<file path="src/rtl/alu_issue_ctrl.sv">
// Issue controller for the combinational ALU: accepts one RISC-V instruction,
// drives the ALU for one cycle, then returns the write-back/branch result.
module alu_issue_ctrl (
   input  logic        clk,
   input  logic        rst,
   input  logic        in_valid,
   output logic        in_ready,
   input  logic [31:0] instr,
   input  logic [31:0] rs1_val,
   input  logic [31:0] rs2_val,
   output logic [4:0]  Upr_ALU,
   output logic [31:0] A,
   output logic [31:0] B,
   input  logic        C,
   input  logic [31:0] Out_ALU,
   output logic        out_valid,
   input  logic        out_ready,
   output logic [31:0] wb_data,
   output logic [4:0]  wb_rd,
   output logic        wb_en,
   output logic        branch_taken,
   output logic [31:0] br_offset,
   output logic        illegal
);

   // Handshakes: a transfer happens on a rising edge where valid && ready;
   // valid never waits on ready, and ready/valid here depend on state only.

   localparam logic [6:0] OPC_R   = 7'b0110011;
   localparam logic [6:0] OPC_I   = 7'b0010011;
   localparam logic [6:0] OPC_B   = 7'b1100011;
   localparam logic [6:0] F7_BASE = 7'b0000000;
   localparam logic [6:0] F7_ALT  = 7'b0100000;

   typedef enum logic [1:0] {
      IDLE = 2'd0,
      EXEC = 2'd1,
      RESP = 2'd2
   } state_t;

   state_t state;
   state_t state_next;

   logic [6:0]  opcode;
   logic [6:0]  funct7;
   logic [2:0]  funct3;
   logic [4:0]  rd_field;
   logic [31:0] shamt_ext;
   logic [31:0] imm_i_ext;
   logic [31:0] imm_b_ext;

   logic [4:0]  dec_code;
   logic [31:0] dec_b;
   logic [31:0] dec_off;
   logic        dec_legal;
   logic        dec_branch;
   logic        dec_writes;

   logic        pend_branch;
   logic        pend_wr;

   logic        unused_rs1_field;

   assign opcode    = instr[6:0];
   assign funct7    = instr[31:25];
   assign funct3    = instr[14:12];
   assign rd_field  = instr[11:7];
   assign shamt_ext = {27'd0, instr[24:20]};
   assign imm_i_ext = {{20{instr[31]}}, instr[31:20]};
   assign imm_b_ext = {{19{instr[31]}}, instr[31], instr[7], instr[30:25],
                       instr[11:8], 1'b0};

   // The register indices were already consumed by the register-file stage.
   assign unused_rs1_field = ^instr[19:15];

   always_comb begin
      dec_code   = 5'd0;
      dec_b      = rs2_val;
      dec_off    = 32'd0;
      dec_legal  = 1'b0;
      dec_branch = 1'b0;
      dec_writes = 1'b0;
      case (opcode)
         OPC_R: begin
            dec_code   = {1'b0, instr[30], funct3};
            dec_b      = rs2_val;
            dec_writes = 1'b1;
            dec_legal  = (funct7 == F7_BASE) ||
                         ((funct7 == F7_ALT) &&
                          ((funct3 == 3'b000) || (funct3 == 3'b101)));
         end
         OPC_I: begin
            dec_code   = {2'b00, funct3};
            dec_b      = imm_i_ext;
            dec_writes = 1'b1;
            dec_legal  = 1'b1;
            if (funct3 == 3'b001) begin
               dec_b     = shamt_ext;
               dec_legal = (funct7 == F7_BASE);
            end else if (funct3 == 3'b101) begin
               // instr[30] selects SRAI vs SRLI, mirroring the R-type encoding.
               dec_b     = shamt_ext;
               dec_code  = {1'b0, instr[30], 3'b101};
               dec_legal = (funct7 == F7_BASE) || (funct7 == F7_ALT);
            end
         end
         OPC_B: begin
            dec_code   = {2'b11, funct3};
            dec_b      = rs2_val;
            dec_branch = 1'b1;
            dec_off    = imm_b_ext;
            dec_legal  = (funct3 != 3'b010) && (funct3 != 3'b011);
         end
         default: begin
            dec_legal = 1'b0;
         end
      endcase
   end

   always_comb begin
      state_next = state;
      in_ready   = 1'b0;
      out_valid  = 1'b0;
      case (state)
         IDLE: begin
            in_ready = !rst;
            if (in_valid) begin
               state_next = dec_legal ? EXEC : RESP;
            end
         end
         EXEC: begin
            state_next = RESP;
         end
         RESP: begin
            out_valid = 1'b1;
            if (out_ready) begin
               state_next = IDLE;
            end
         end
         default: begin
            state_next = IDLE;
         end
      endcase
   end

   always_ff @(posedge clk) begin
      if (rst) begin
         state        <= IDLE;
         Upr_ALU      <= 5'd0;
         A            <= 32'd0;
         B            <= 32'd0;
         wb_data      <= 32'd0;
         wb_rd        <= 5'd0;
         wb_en        <= 1'b0;
         branch_taken <= 1'b0;
         br_offset    <= 32'd0;
         illegal      <= 1'b0;
         pend_branch  <= 1'b0;
         pend_wr      <= 1'b0;
      end else begin
         state <= state_next;
         case (state)
            IDLE: begin
               if (in_valid) begin
                  wb_rd   <= rd_field;
                  illegal <= !dec_legal;
                  if (dec_legal) begin
                     Upr_ALU     <= dec_code;
                     A           <= rs1_val;
                     B           <= dec_b;
                     br_offset   <= dec_off;
                     pend_branch <= dec_branch;
                     pend_wr     <= dec_writes && (rd_field != 5'd0);
                  end else begin
                     // Illegal goes straight to RESP; the ALU operands keep their old values.
                     br_offset    <= 32'd0;
                     wb_en        <= 1'b0;
                     branch_taken <= 1'b0;
                  end
               end
            end
            EXEC: begin
               wb_data      <= Out_ALU;
               branch_taken <= pend_branch && C;
               wb_en        <= pend_wr;
            end
            default: begin
            end
         endcase
      end
   end

endmodule

</file>
<file path="config.mk">
export PLATFORM = sky130hd
export DESIGN_NAME = alu_issue_ctrl
export DESIGN_NICKNAME = d
export VERILOG_FILES = /design/src/rtl/alu_issue_ctrl.sv
export SDC_FILE = /design/constraint.sdc
export NUM_CORES = 1
export LEC_CHECK = 0
export BUFFER_PORTS_ARGS = -buffer_cell sky130_fd_sc_hd__buf_2
export CORE_MARGIN = 2
export CORE_UTILIZATION = 33
export CTS_CLUSTER_SIZE = 16
export DETAILED_ROUTE_END_ITERATION = 10
export PLACE_DENSITY = 0.58
export SLEW_MARGIN = 10
export SYNTH_ARGS = -nofsm -noshare
export SYNTH_HDL_FRONTEND = slang
export SYNTH_SLANG_ARGS = --single-unit
</file>
<file path="constraint.sdc">
create_clock -name clk -period 2.7 [get_ports clk]
set_input_delay 0.81 -clock clk [delete_from_list [all_inputs] [get_ports clk]]
set_output_delay 0.81 -clock clk [all_outputs]
set_load 0.005 [all_outputs]
</file>
==> metrics <==
run status=finished clean; most common flop cell mapped by yosys=dfxtp_1; synthesized area per cell=8.44 µm²; clk sink count=125; power per standard cell area=609 nW/µm²; Total Routing Usage GR=19.1%; Hold Violations, Final=0; worst-margin pin slew=0.694 ns; Initial Utilization=33.6%; placer congestion estimate=0.769; average wire per cell in the routed design=15.2 µm; area delta synth->final=43.6%; start point of the critical path=instr[2]; fraction of layout cells with a size suffix above 1=39.8%; initial antenna violation count=1; Vias per Instance=5.00; clock slew seen by the registers of the worst setup and hold paths=0.05 ns; portion of the clock cycle consumed by the worst path in the final layout=85.5%; fill cell total of the finished layout=1544; residual DRC count=0; area of the mapped netlist=5100 µm²; chip height=128 µm; Critical Path Sink Type=flip-flop; number of global-route vias before repair=4875; count of cells along the worst register-to-register path=6; residual overflow from global routing=0; Distinct cells, synth=44; CORE AREA=15100 µm²; list of most frequent post-synthesis cells=dfxtp_1, a21oi_1, nand2_1; clock buffers created by TritonCTS=17; sequential element share of the synthesized area=49.1%; data required time at the worst endpoint=3.05 ns; H-tree Lvls=4; CTS Root Buffer Type=clkbuf_16; met3 wire length=1190 µm; Gates resized, CTS repair=0; sequential share of power=41.9%; met2 wire len=7540 µm; input/output buffers=269; maximum number of pins on one net before global-route repair=49; number of hold-repair buffers added at the cts stage=0; placed cell count=1020; part of the total power dissipated in the clock network=52.8%; full die area=16500 µm²; biggest area contributors in the synthesized netlist=dfxtp_1, a21oi_1, nand2_1, a211oi_1, buf_4; reg-to-reg setup timing slack=0.92 ns; Synth Register Bits=125; most frequently used cell type in the post-synthesis netlist=dfxtp_1; synthesized net count=737; Int Power=3500 µW; RSZ-0062 raised after global routing=no; highest metal layer with signal wires=met5; net switching power=956 µW; Clock Latency Late Sink=0.41 ns; endpoint of the lowest-slack register-to-register path=B[17]; arrival time at the worst endpoint=2.66 ns; r2r startpoint=state[1]; largest fanout on the critical path=12; setup repair bufs after CTS=0; worst min path class=flip-flop to flip-flop; remaining number of nets flagged by the antenna check after routing=0; Final setup viols=0; Detail Placement HPWL=11400 µm; via total after detailed routing=5257; Async S/R FF share, synth=0%; fmax=433 MHz; wl on met1=6930 µm; number of flops mapped to enable cells by yosys=0; Cells after Synth=604; type of origin of the critical path=input pin; Slew Limit Headroom=53.8%; Max rail drop VDD=0.000393 V; share of the synthesized area in the top cell type=49.1%; floorplan die width=128 µm; total inserted antenna cells=0; first-pass GRT wire length=25000 µm; Slew Limit Fails=0; number of iterations in the first detailed-routing pass=5; Worst Skew=0.00495 ns; Comb pwr share=5.4%; CTS tree=yes; Static Leak=0.00333 µW; critical path endpoint=br_offset[30]; total chip power=4460 µW; Switching Fraction=21.5%; number of standard-cell rows in the floorplan=45; number of warnings printed during yosys synthesis=0; MaxCap Viol Count=0; filler-free cell count of the finished design=1052; final critical path time including I/O delays and setup=2.31 ns; number of top-level pins=276; total wire length=16000 µm; dominant cell type by area after synthesis=dfxtp_1; type of the worst setup path=input pin to flip-flop; largest buffer count on any clock path=2; net total in the final layout=984; Iteration-0 DRC Markers=249
routing by layer:
layer / global-route usage (%) / vias to the layer above
li1: - / 2612
met2: 30.8 / 198
met1: 23.7 / 2421
met5: 0 / -
met4: 7.69 / 2
met3: 6.09 / 24
stage by stage:
stage / utilization [%] / hold slack (ns) / setup TNS [ns] / area, µm² / worst slack (ns)
global route: 48.3 / 0.466 / 0 / 7320 / 0.215
CTS: 48.3 / 0.454 / 0 / 7320 / 0.406
global placement: 44.3 / 0.439 / -0.134 / 6700 / -0.0209
finish: 48.3 / 0.451 / 0 / 7320 / 0.392
detailed placement: 44.3 / 0.446 / -0.269 / 6700 / -0.0220
floorplan: - / 0.437 / 0 / 5100 / 0.205
worst min-delay path by stage:
stage                   to  depth (start not counted)         from  slack [ns]
6_report       wb_data[30]                          2  wb_data[30]        0.45
5_1_grt         wb_data[9]                          2   wb_data[9]        0.47
2_1_floorplan        wb_en                          2      pend_wr        0.44
3_3_place_gp   wb_data[15]                          2  wb_data[15]        0.44
3_5_place_dp    wb_data[5]                          2   wb_data[5]        0.45
4_1_cts         wb_data[5]                          2   wb_data[5]        0.45
cells by family after synthesis:
kind of cell / count (synthesis) / share of synthesized area (%)
other cells: 1 / 0.0736
mux: 5 / 0.982
xor+xnor: 1 / 0.172
buf+inv: 78 / 8.18
flops: 125 / 49.1
compound gates: 198 / 23.3
simple gates: 196 / 18.1
state kept, by name, summed over array words and instances (netlist names):
signal,flops
illegal,1
B,32
wb_rd,5
branch_taken,1
wb_data,32
state,2
Upr_ALU,5
A,32
pend_branch,1
br_offset,12
wb_en,1
pend_wr,1
cell usage in the layout (no fill, tap or decap), types with 2 or more instances in the layout:
cell type,Yosys,routed
a21o_1,2,2
nor3_1,35,35
nand2b_1,6,6
a211oi_2,5,5
nand2_1,88,88
dfxtp_1,125,125
o21ai_0,38,38
buf_2,6,268
or4_1,2,2
clkinv_4,0,2
clkbuf_16,0,17
clkbuf_8,0,3
nor2_1,14,14
a22o_1,12,12
nand4_1,2,2
buf_12,0,13
a21oi_1,104,104
clkinvlp_4,0,3
clkbuf_1,33,3
buf_4,26,24
a31oi_1,2,2
a211oi_1,28,28
bufinv_16,0,3
mux2i_1,5,5
nand3_1,36,36
critical path: stages:
cell	delay, ns
buf_2	0.10
nand4bb_1	0.20
or4b_1	0.64
o31ai_4	0.24
buf_4	0.19
o211a_1	0.21
buf_12	0.14
a22o_1	0.12
area by class of cell:
class | instances | area [µm²] | share of cell area, %
clock buffers | 23 | 478 | 6.53
clock inverters | 9 | 135 | 1.85
inverters | 1 | 3.75 | 0.0513
multi-input cells | 401 | 2180 | 29.8
flip-flops and latches | 125 | 2500 | 34.2
well taps | 188 | 235 | 3.22
repair buffers | 305 | 1780 | 24.4
power groups by stage:
stage | registers [µW] | clock network, µW | logic (µW)
final | 1860 | 2350 | 239
after global routing | 1870 | 2490 | 265
after CTS | 1860 | 2410 | 241
after detailed placement | 1900 | 0 | 239
after global placement | 1900 | 0 | 239
after floorplan | 1900 | 0 | 92.6
(Power assumes the default switching activity.)
